==> src/rtl/if_fetch_unit.sv <==
// Instruction fetch stage: streams 16-bit instructions into the IF/ID slot,
// absorbs downstream holds with a one-entry skid buffer and handles redirects.
module if_fetch_unit #(
  parameter logic [15:0] RESET_PC = 16'h0000,
  parameter int unsigned PC_STEP  = 2
) (
  input  logic        clk_i,
  input  logic        rst_n,
  input  logic        IF_ID_Hold,
  input  logic        branch_taken_i,
  input  logic [15:0] branch_target_i,
  output logic        IF_ID_Flush,
  output logic        imem_req_o,
  output logic [15:0] imem_addr_o,
  input  logic        imem_ready_i,
  input  logic [15:0] imem_rdata_i,
  output logic [15:0] PC_o,
  output logic [15:0] Instr_o,
  output logic        valid_o
);

  localparam logic [15:0] STEP_C = 16'(PC_STEP);

  typedef enum logic [1:0] {
    IDLE  = 2'd0,
    FETCH = 2'd1,
    DRAIN = 2'd2,
    STALL = 2'd3
  } state_e;

  state_e      state_q, state_d;
  logic [15:0] fetch_pc_q, fetch_pc_d;
  logic [15:0] addr_q, addr_d;
  logic [15:0] pc_q, pc_d;
  logic [15:0] instr_q, instr_d;
  logic        valid_q, valid_d;
  logic [15:0] skid_pc_q, skid_pc_d;
  logic [15:0] skid_instr_q, skid_instr_d;
  logic        skid_valid_q, skid_valid_d;
  logic        req_q, req_d;
  logic        adv_s;

  assign adv_s       = ~IF_ID_Hold | ~valid_q;
  assign IF_ID_Flush = branch_taken_i;
  assign imem_req_o  = req_q;
  assign imem_addr_o = addr_q;
  assign PC_o        = pc_q;
  assign Instr_o     = instr_q;
  assign valid_o     = valid_q;

  // Next-state and datapath selection; a redirect overrides every other event.
  always_comb begin
    state_d      = state_q;
    fetch_pc_d   = fetch_pc_q;
    addr_d       = addr_q;
    pc_d         = pc_q;
    instr_d      = instr_q;
    valid_d      = valid_q;
    skid_pc_d    = skid_pc_q;
    skid_instr_d = skid_instr_q;
    skid_valid_d = skid_valid_q;

    if (branch_taken_i) begin
      fetch_pc_d   = branch_target_i;
      valid_d      = 1'b0;
      instr_d      = 16'h0000;
      skid_valid_d = 1'b0;
      case (state_q)
        FETCH, DRAIN: begin
          // An outstanding request must complete before the new target is issued.
          if (imem_ready_i) begin
            addr_d  = branch_target_i;
            state_d = FETCH;
          end else begin
            state_d = DRAIN;
          end
        end
        default: begin
          addr_d  = branch_target_i;
          state_d = FETCH;
        end
      endcase
    end else begin
      case (state_q)
        IDLE: begin
          addr_d  = fetch_pc_q;
          state_d = FETCH;
        end
        FETCH: begin
          if (imem_ready_i) begin
            fetch_pc_d = fetch_pc_q + STEP_C;
            if (adv_s) begin
              pc_d    = addr_q;
              instr_d = imem_rdata_i;
              valid_d = 1'b1;
              addr_d  = addr_q + STEP_C;
            end else begin
              skid_pc_d    = addr_q;
              skid_instr_d = imem_rdata_i;
              skid_valid_d = 1'b1;
              state_d      = STALL;
            end
          end else begin
            if (adv_s) begin
              valid_d = 1'b0;
              instr_d = 16'h0000;
            end else begin
              valid_d = valid_q;
            end
          end
        end
        DRAIN: begin
          if (imem_ready_i) begin
            addr_d  = fetch_pc_q;
            state_d = FETCH;
          end else begin
            state_d = DRAIN;
          end
        end
        STALL: begin
          if (adv_s) begin
            pc_d         = skid_pc_q;
            instr_d      = skid_instr_q;
            valid_d      = skid_valid_q;
            skid_valid_d = 1'b0;
            addr_d       = fetch_pc_q;
            state_d      = FETCH;
          end else begin
            state_d = STALL;
          end
        end
        default: begin
          state_d = IDLE;
        end
      endcase
    end

    req_d = (state_d == FETCH) || (state_d == DRAIN);
  end

  // State and output registers; reset abandons any outstanding request.
  always_ff @(posedge clk_i or negedge rst_n) begin
    if (!rst_n) begin
      state_q      <= IDLE;
      fetch_pc_q   <= RESET_PC;
      addr_q       <= RESET_PC;
      pc_q         <= 16'h0000;
      instr_q      <= 16'h0000;
      valid_q      <= 1'b0;
      skid_pc_q    <= 16'h0000;
      skid_instr_q <= 16'h0000;
      skid_valid_q <= 1'b0;
      req_q        <= 1'b0;
    end else begin
      state_q      <= state_d;
      fetch_pc_q   <= fetch_pc_d;
      addr_q       <= addr_d;
      pc_q         <= pc_d;
      instr_q      <= instr_d;
      valid_q      <= valid_d;
      skid_pc_q    <= skid_pc_d;
      skid_instr_q <= skid_instr_d;
      skid_valid_q <= skid_valid_d;
      req_q        <= req_d;
    end
  end

endmodule

==> config.mk <==
export PLATFORM = sky130hd
export DESIGN_NAME = if_fetch_unit
export DESIGN_NICKNAME = d
export VERILOG_FILES = /design/src/rtl/if_fetch_unit.sv
export SDC_FILE = /design/constraint.sdc
export NUM_CORES = 1
export LEC_CHECK = 0
export BUFFER_PORTS_ARGS = -buffer_cell sky130_fd_sc_hd__buf_2
export CAP_MARGIN = 20
export CELL_PAD_IN_SITES_DETAIL_PLACEMENT = 1
export CELL_PAD_IN_SITES_GLOBAL_PLACEMENT = 2
export CORE_UTILIZATION = 37
export CTS_BUF_LIST = sky130_fd_sc_hd__clkbuf_4 sky130_fd_sc_hd__clkbuf_8
export DETAILED_ROUTE_END_ITERATION = 6
export PLACE_DENSITY = 0.78
export SLEW_MARGIN = 20
export SYNTH_ARGS = -nofsm -noshare
export SYNTH_HDL_FRONTEND = slang
export SYNTH_SLANG_ARGS = --single-unit
==> constraint.sdc <==
create_clock -name clk_i -period 2.1 [get_ports clk_i]
set_clock_uncertainty 0.05 [all_clocks]
set_input_delay 0.105 -clock clk_i [delete_from_list [all_inputs] [get_ports clk_i]]
set_output_delay 0.105 -clock clk_i [all_outputs]
set_load 0.05 [all_outputs]
* Yosys cells after proc, flatten, opt, wreduce, memory -nomap -nowiden *
Index checks and enable logic that the tools add are counted.

storage, ports and cells
  register bits after elaboration = 101
  bits of input ports = 37
  output and inout port bits = 51
  word-level logic and storage cells = 82

operators by class
  add/subtract/negate cells = 2
  eq/ne operators = 14
  multiplexer cells = 38
  bitwise gates (word level) = 5
  reductions and logical operators = 13

operator list
  operator                                       count
  2-to-1 mux 16 bit                              18
  case mux 16 bit (2 select lines)               2
  case mux 16 bit (4 select lines)               1
  adder 16 x 2 -> 16 bit, second input constant  2
  != test 3 bit, second input constant           6
  2-to-1 mux 2 bit                               6
  AND reduction 5 bit                            2
  2-to-1 mux 1 bit                               8
  case mux 2 bit (4 select lines)                1
  AND reduction 4 bit                            2
  == test 2 bit, second input constant           3
  != test 2 bit, second input constant           3
  nonzero test 2 bit                             3
  == test 2 x 1 -> 1 bit, second input constant  2
  inverter 1 bit                                 4
  case mux 1 bit (2 select lines)                2
  AND reduction 3 bit                            1
  nonzero test 3 bit                             1
  logical NOT 2 bit                              1
  AND reduction 2 bit                            1
  OR reduction 2 bit                             1
  logical OR 1 bit                               1
  OR 1 bit                                       1

* Longest topological paths before layout *
  depth after elaboration = 8
  mapped depth = 9

* Worst setup path before layout *
OpenSTA, ideal clock, no wires.

  path kind = register -> register
  from = register addr_q[1], in the netlist imem_addr_o[1]
  to = register addr_q[15], in the netlist imem_addr_o[15]
  setup time = 0.127 ns
  arrival time = 1.863 ns
  setup slack = 0.059 ns
  stages on the path, launching flop included = 8
  clock period less this slack = 2.041 ns
  cells stage by stage = dfrtp_1 -> ha_1 -> and2_1 -> and2_4 -> buf_6 -> and3_1 -> a222oi_1 -> o21ai_1

on the way
  cells in the longest elaborated chain, start to end = 5

RTL lines
  element                           line  RTL
  from (decl)                       33    logic [15:0] addr_q, addr_d;
  from (signal assigned)            157   addr_q <= addr_d;
  adder 16 x 2 -> 16 bit            96    addr_d = addr_q + STEP_C;
  2-to-1 mux 16 bit                 92    if (adv_s) begin
  2-to-1 mux 16 bit                 90    if (imem_ready_i) begin
  case mux 16 bit (4 select lines)  84    case (state_q)
  2-to-1 mux 16 bit                 63    if (branch_taken_i) begin

No other way between the ends. The select of a mux whose other input is x is not followed.
A chain may end at the register's enable or synchronous reset.

* Worst setup path in the final report *
  from = register state_q[1]
  to = register fetch_pc_q[15]

on the way
  cells in the longest elaborated chain, start to end = 3

RTL lines
  element                        line  RTL
  from (decl)                    31    state_e state_q, state_d;
  from (signal assigned)         155   state_q <= state_d;
  == test 2 x 1 -> 1 bit         84
  nonzero test 2 bit (no line)   n/a
  AND reduction 2 bit (no line)  n/a
  to (signal assigned)           156   fetch_pc_q <= fetch_pc_d;
  to (decl)                      32    logic [15:0] fetch_pc_q, fetch_pc_d;

No other way between the ends.

==> flow_metrics.tcl <==
set metrics [dict create \
    status "completed" \
    hold_path_class "in2reg" \
    holdWs_ns 0.0491 \
    die_height_um 119 \
    rows 42 \
    grt_use_total 0.209 \
    fin_nets 645 \
    slew_violations 0 \
    synth_area_leaders "dfrtp_1 50%, mux2_2 6.9%, o21ai_0 5.1%, nand2_1 3.9%, mux2i_1 3.4%" \
    cts_tree "yes" \
    setup_ws_ns 0.193 \
    fin_tns_setup_ns 0 \
    ir_drop_uv 781 \
    clockBufferDepth 2 \
    totalWireLength_um 13500 \
    postRouteAntennaNets 0 \
    synth-edff-count 0 \
    place_ws_ns 0.0332 \
    clock_latency_ns 0.38 \
    die_x_um 119 \
    drive_above_1_share 0.284 \
    critPathMaxFanout 10 \
    cap_viol_max_count 0 \
    p_leak_nw 2.80 \
    worst-path-buf-inv 2 \
    grt_antenna_before_repair 0 \
    drc_errors 0 \
    post_drt_via_cell_ratio 5.26 \
    gp_congestion 0.746 \
    placed_cells 733 \
    htree_levels 3 \
    swShare 0.482 \
    yosysTopAreaCell "dfrtp_1" \
    grt_overflow 0 \
    fin_crit_sh 0.908 \
    drt-wirelength-per-cell_um 17.3 \
    cellPowerDensity_mw_per_mm2 1430 \
    yosys_warnings 0 \
    crit_path_cell_trace "inv_1 -> ha_2 -> buf_4 -> nand4_4 -> nor3_4 -> nand4_1 -> xnor2_1 -> mux2_2" \
    combPwrFrac 0.497 \
    grt_pass1_vias 4452 \
    min_period_ns 1.91 \
    rsz0062_at_grt "false" \
    synth_area_per_cell_sq_um 10.4 \
    intPower_mw 4.64 \
    grt_max_degree 60 \
    synthesis.area_sq_mm 0.00504 \
    hold_viol_final 0 \
    clk_pin_slew_ns 0.09 \
    n_antenna_cell 0 \
    power.share.clock 0.143 \
    cp.arrival_ns 2.13 \
    power_mw 8.95 \
    synth_top_cell_area_share 0.501 \
    sequentialPowerShare 0.360 \
    setup_viol 0 \
    crit_slowest_cell "dfrtp_1" \
    critPathTopFamily "simple AND/OR/NAND/NOR gates" \
    layout-area-overhead-vs-synth_pct 24.0 \
    cts.sinks 101 \
    synthArstFlopShare 1.00 \
    final_cells 782 \
    power_switching_mw 4.31 \
    syn_inst 483 \
    io_pins 88 \
    tightest_slew_ns 0.441 \
    io_buffers 87 \
    drt_iter0_markers 159 \
    ys_seq_elements 101 \
    crit_type "reg2reg" \
    route.vias.total 4111 \
    drtPass1Iterations 4 \
    synth-seq-area-share 0.501 \
    numCtsBuffers 9 \
    cp-start-kind "flip-flop" \
    dieArea_sq_mm 0.0141 \
    required_ns 2.32 \
    coreArea_sq_mm 0.0132 \
    clock-root-buffer "clkbuf_8" \
    max_stage_delay_ns 0.39 \
    synth.distinct_cells 60 \
    max_slew_margin 0.706 \
    start_util 0.381 \
    cp-end-kind "flip-flop" \
    hpwl_um 9320 \
    ys.flop_type "dfrtp_1" \
    synth_nets 526 \
    grt_pass1_wl_um 23100 \
    fmax_ghz 0.524 \
]
-- path summary, 6_finish.rpt --
path / cells after the start / slack (ns) / start / to
setup / recovery: 8 / 0.19 / state_q[1]$_DFF_PN0_ / fetch_pc_q[15]$_DFFE_PN0N_
hold / removal: 2 / 0.05 / imem_ready_i / state_q[1]$_DFF_PN0_
setup reg to reg: 8 / 0.19 / state_q[1]$_DFF_PN0_ / fetch_pc_q[15]$_DFFE_PN0N_
hold reg to reg: 2 / 0.43 / Instr_o[7]$_DFFE_PN0P_ / Instr_o[7]$_DFFE_PN0P_
max in group asynchronous: 3 / 1.16 / rst_n / PC_o[2]$_DFFE_PN0P_
min in group asynchronous: 2 / 0.16 / rst_n / Instr_o[2]$_DFFE_PN0P_
-- synthesized netlist by cell type (8+ instances only) --
cell type and number:
buf_2 14, o21ai_0 51, a22oi_1 17, nor2_1 36, dfrtp_1 101, nand2_1 52
mux2i_1 17, xor2_1 8, mux2_2 31, nand3_1 9, a21oi_1 31
-- per-layer routing --
metal | up-vias | part of all wire | track usage
li1 | 1961 | - | -
met1 | 2064 | 0.45 | 0.264
met2 | 72 | 0.51 | 0.363
met3 | 14 | 0.028 | 0.0280
met4 | 0 | 0.016 | 0.0759
met5 | - | 0 | 0
-- registers in the layout (all words and copies together) (netlist names) --
signal	count
Instr_o	16
PC_o	16
fetch_pc_q	16
imem_addr_o	16
imem_req_o	1
skid_instr_q	16
skid_pc_q	16
skid_valid_q	1
state_q	2
valid_o	1
-- per-stage QoR --
stage | area [sq um] | utilization
detailed placement | 5710 | 0.431
finish | 6250 | 0.472
global route | 6250 | 0.472
global placement | 5710 | 0.431
CTS | 6230 | 0.471
floorplan | 5040 | -
-- cell type report --
| cell class | count | area (sq um) |
|---|---|---|
| clock buffer | 10 | 131 |
| sequential | 101 | 2530 |
| multi-input combinational | 342 | 2300 |
| fill | 1521 | 6990 |
| clock inverter | 5 | 60.1 |
| inverter | 7 | 26.3 |
| timing repair buffer | 141 | 988 |
| tap | 176 | 220 |
-- cell usage in the layout (no fill, tap or decap), types with 3 or more instances in the layout --
cell           count
a211oi_1           3
a21oi_1           31
a221oi_1           4
a22oi_1           17
a31oi_1            5
and2_1             3
and3_1             5
buf_12             5
buf_2             86
buf_4             17
clkbuf_8           9
dfrtp_1          101
dlygate4sd3_1     33
ha_1               4
inv_1              6
mux2_1             3
mux2_2            31
mux2i_1           17
nand2_1           52
nand2b_1           3
nand3_1            9
nand4_1            3
nor2_1            35
nor2_2             3
o21ai_0           51
o21ai_1            6
o311a_1            3
xnor2_1            6
xor2_1             8
-- timing repair --
| item | CTS | global route |
|---|---|---|
| endpoints found under the hold margin | 77 | 0 |
| gates resized for setup | 0 | 3 |
| hold buffers | 33 | 0 |
| setup buffers | 0 | 1 |
| setup endpoints to repair | 0 | 32 |
-- cell families after synthesis --
| group | Yosys count | share of synthesized area |
|---|---|---|
| and+or+nand+nor | 134 | 0.135 |
| xor gates and xnor gates | 14 | 0.0243 |
| DFF | 101 | 0.501 |
| adders and majority gates | 6 | 0.0149 |
| buffers and inverters | 40 | 0.0469 |
| AOI/OAI and AO/OA | 137 | 0.167 |
| muxes | 51 | 0.110 |
-- power by group through the flow --
stage | clock network (mW) | registers [mW] | logic, mW
after floorplan | 0 | 4.53 | 1.91
after global placement | 0 | 3.23 | 4.33
after detailed placement | 0 | 3.27 | 4.41
after CTS | 1.32 | 3.23 | 4.46
after global routing | 1.39 | 3.33 | 4.83
final | 1.28 | 3.22 | 4.44
(Power assumes the default switching activity.)
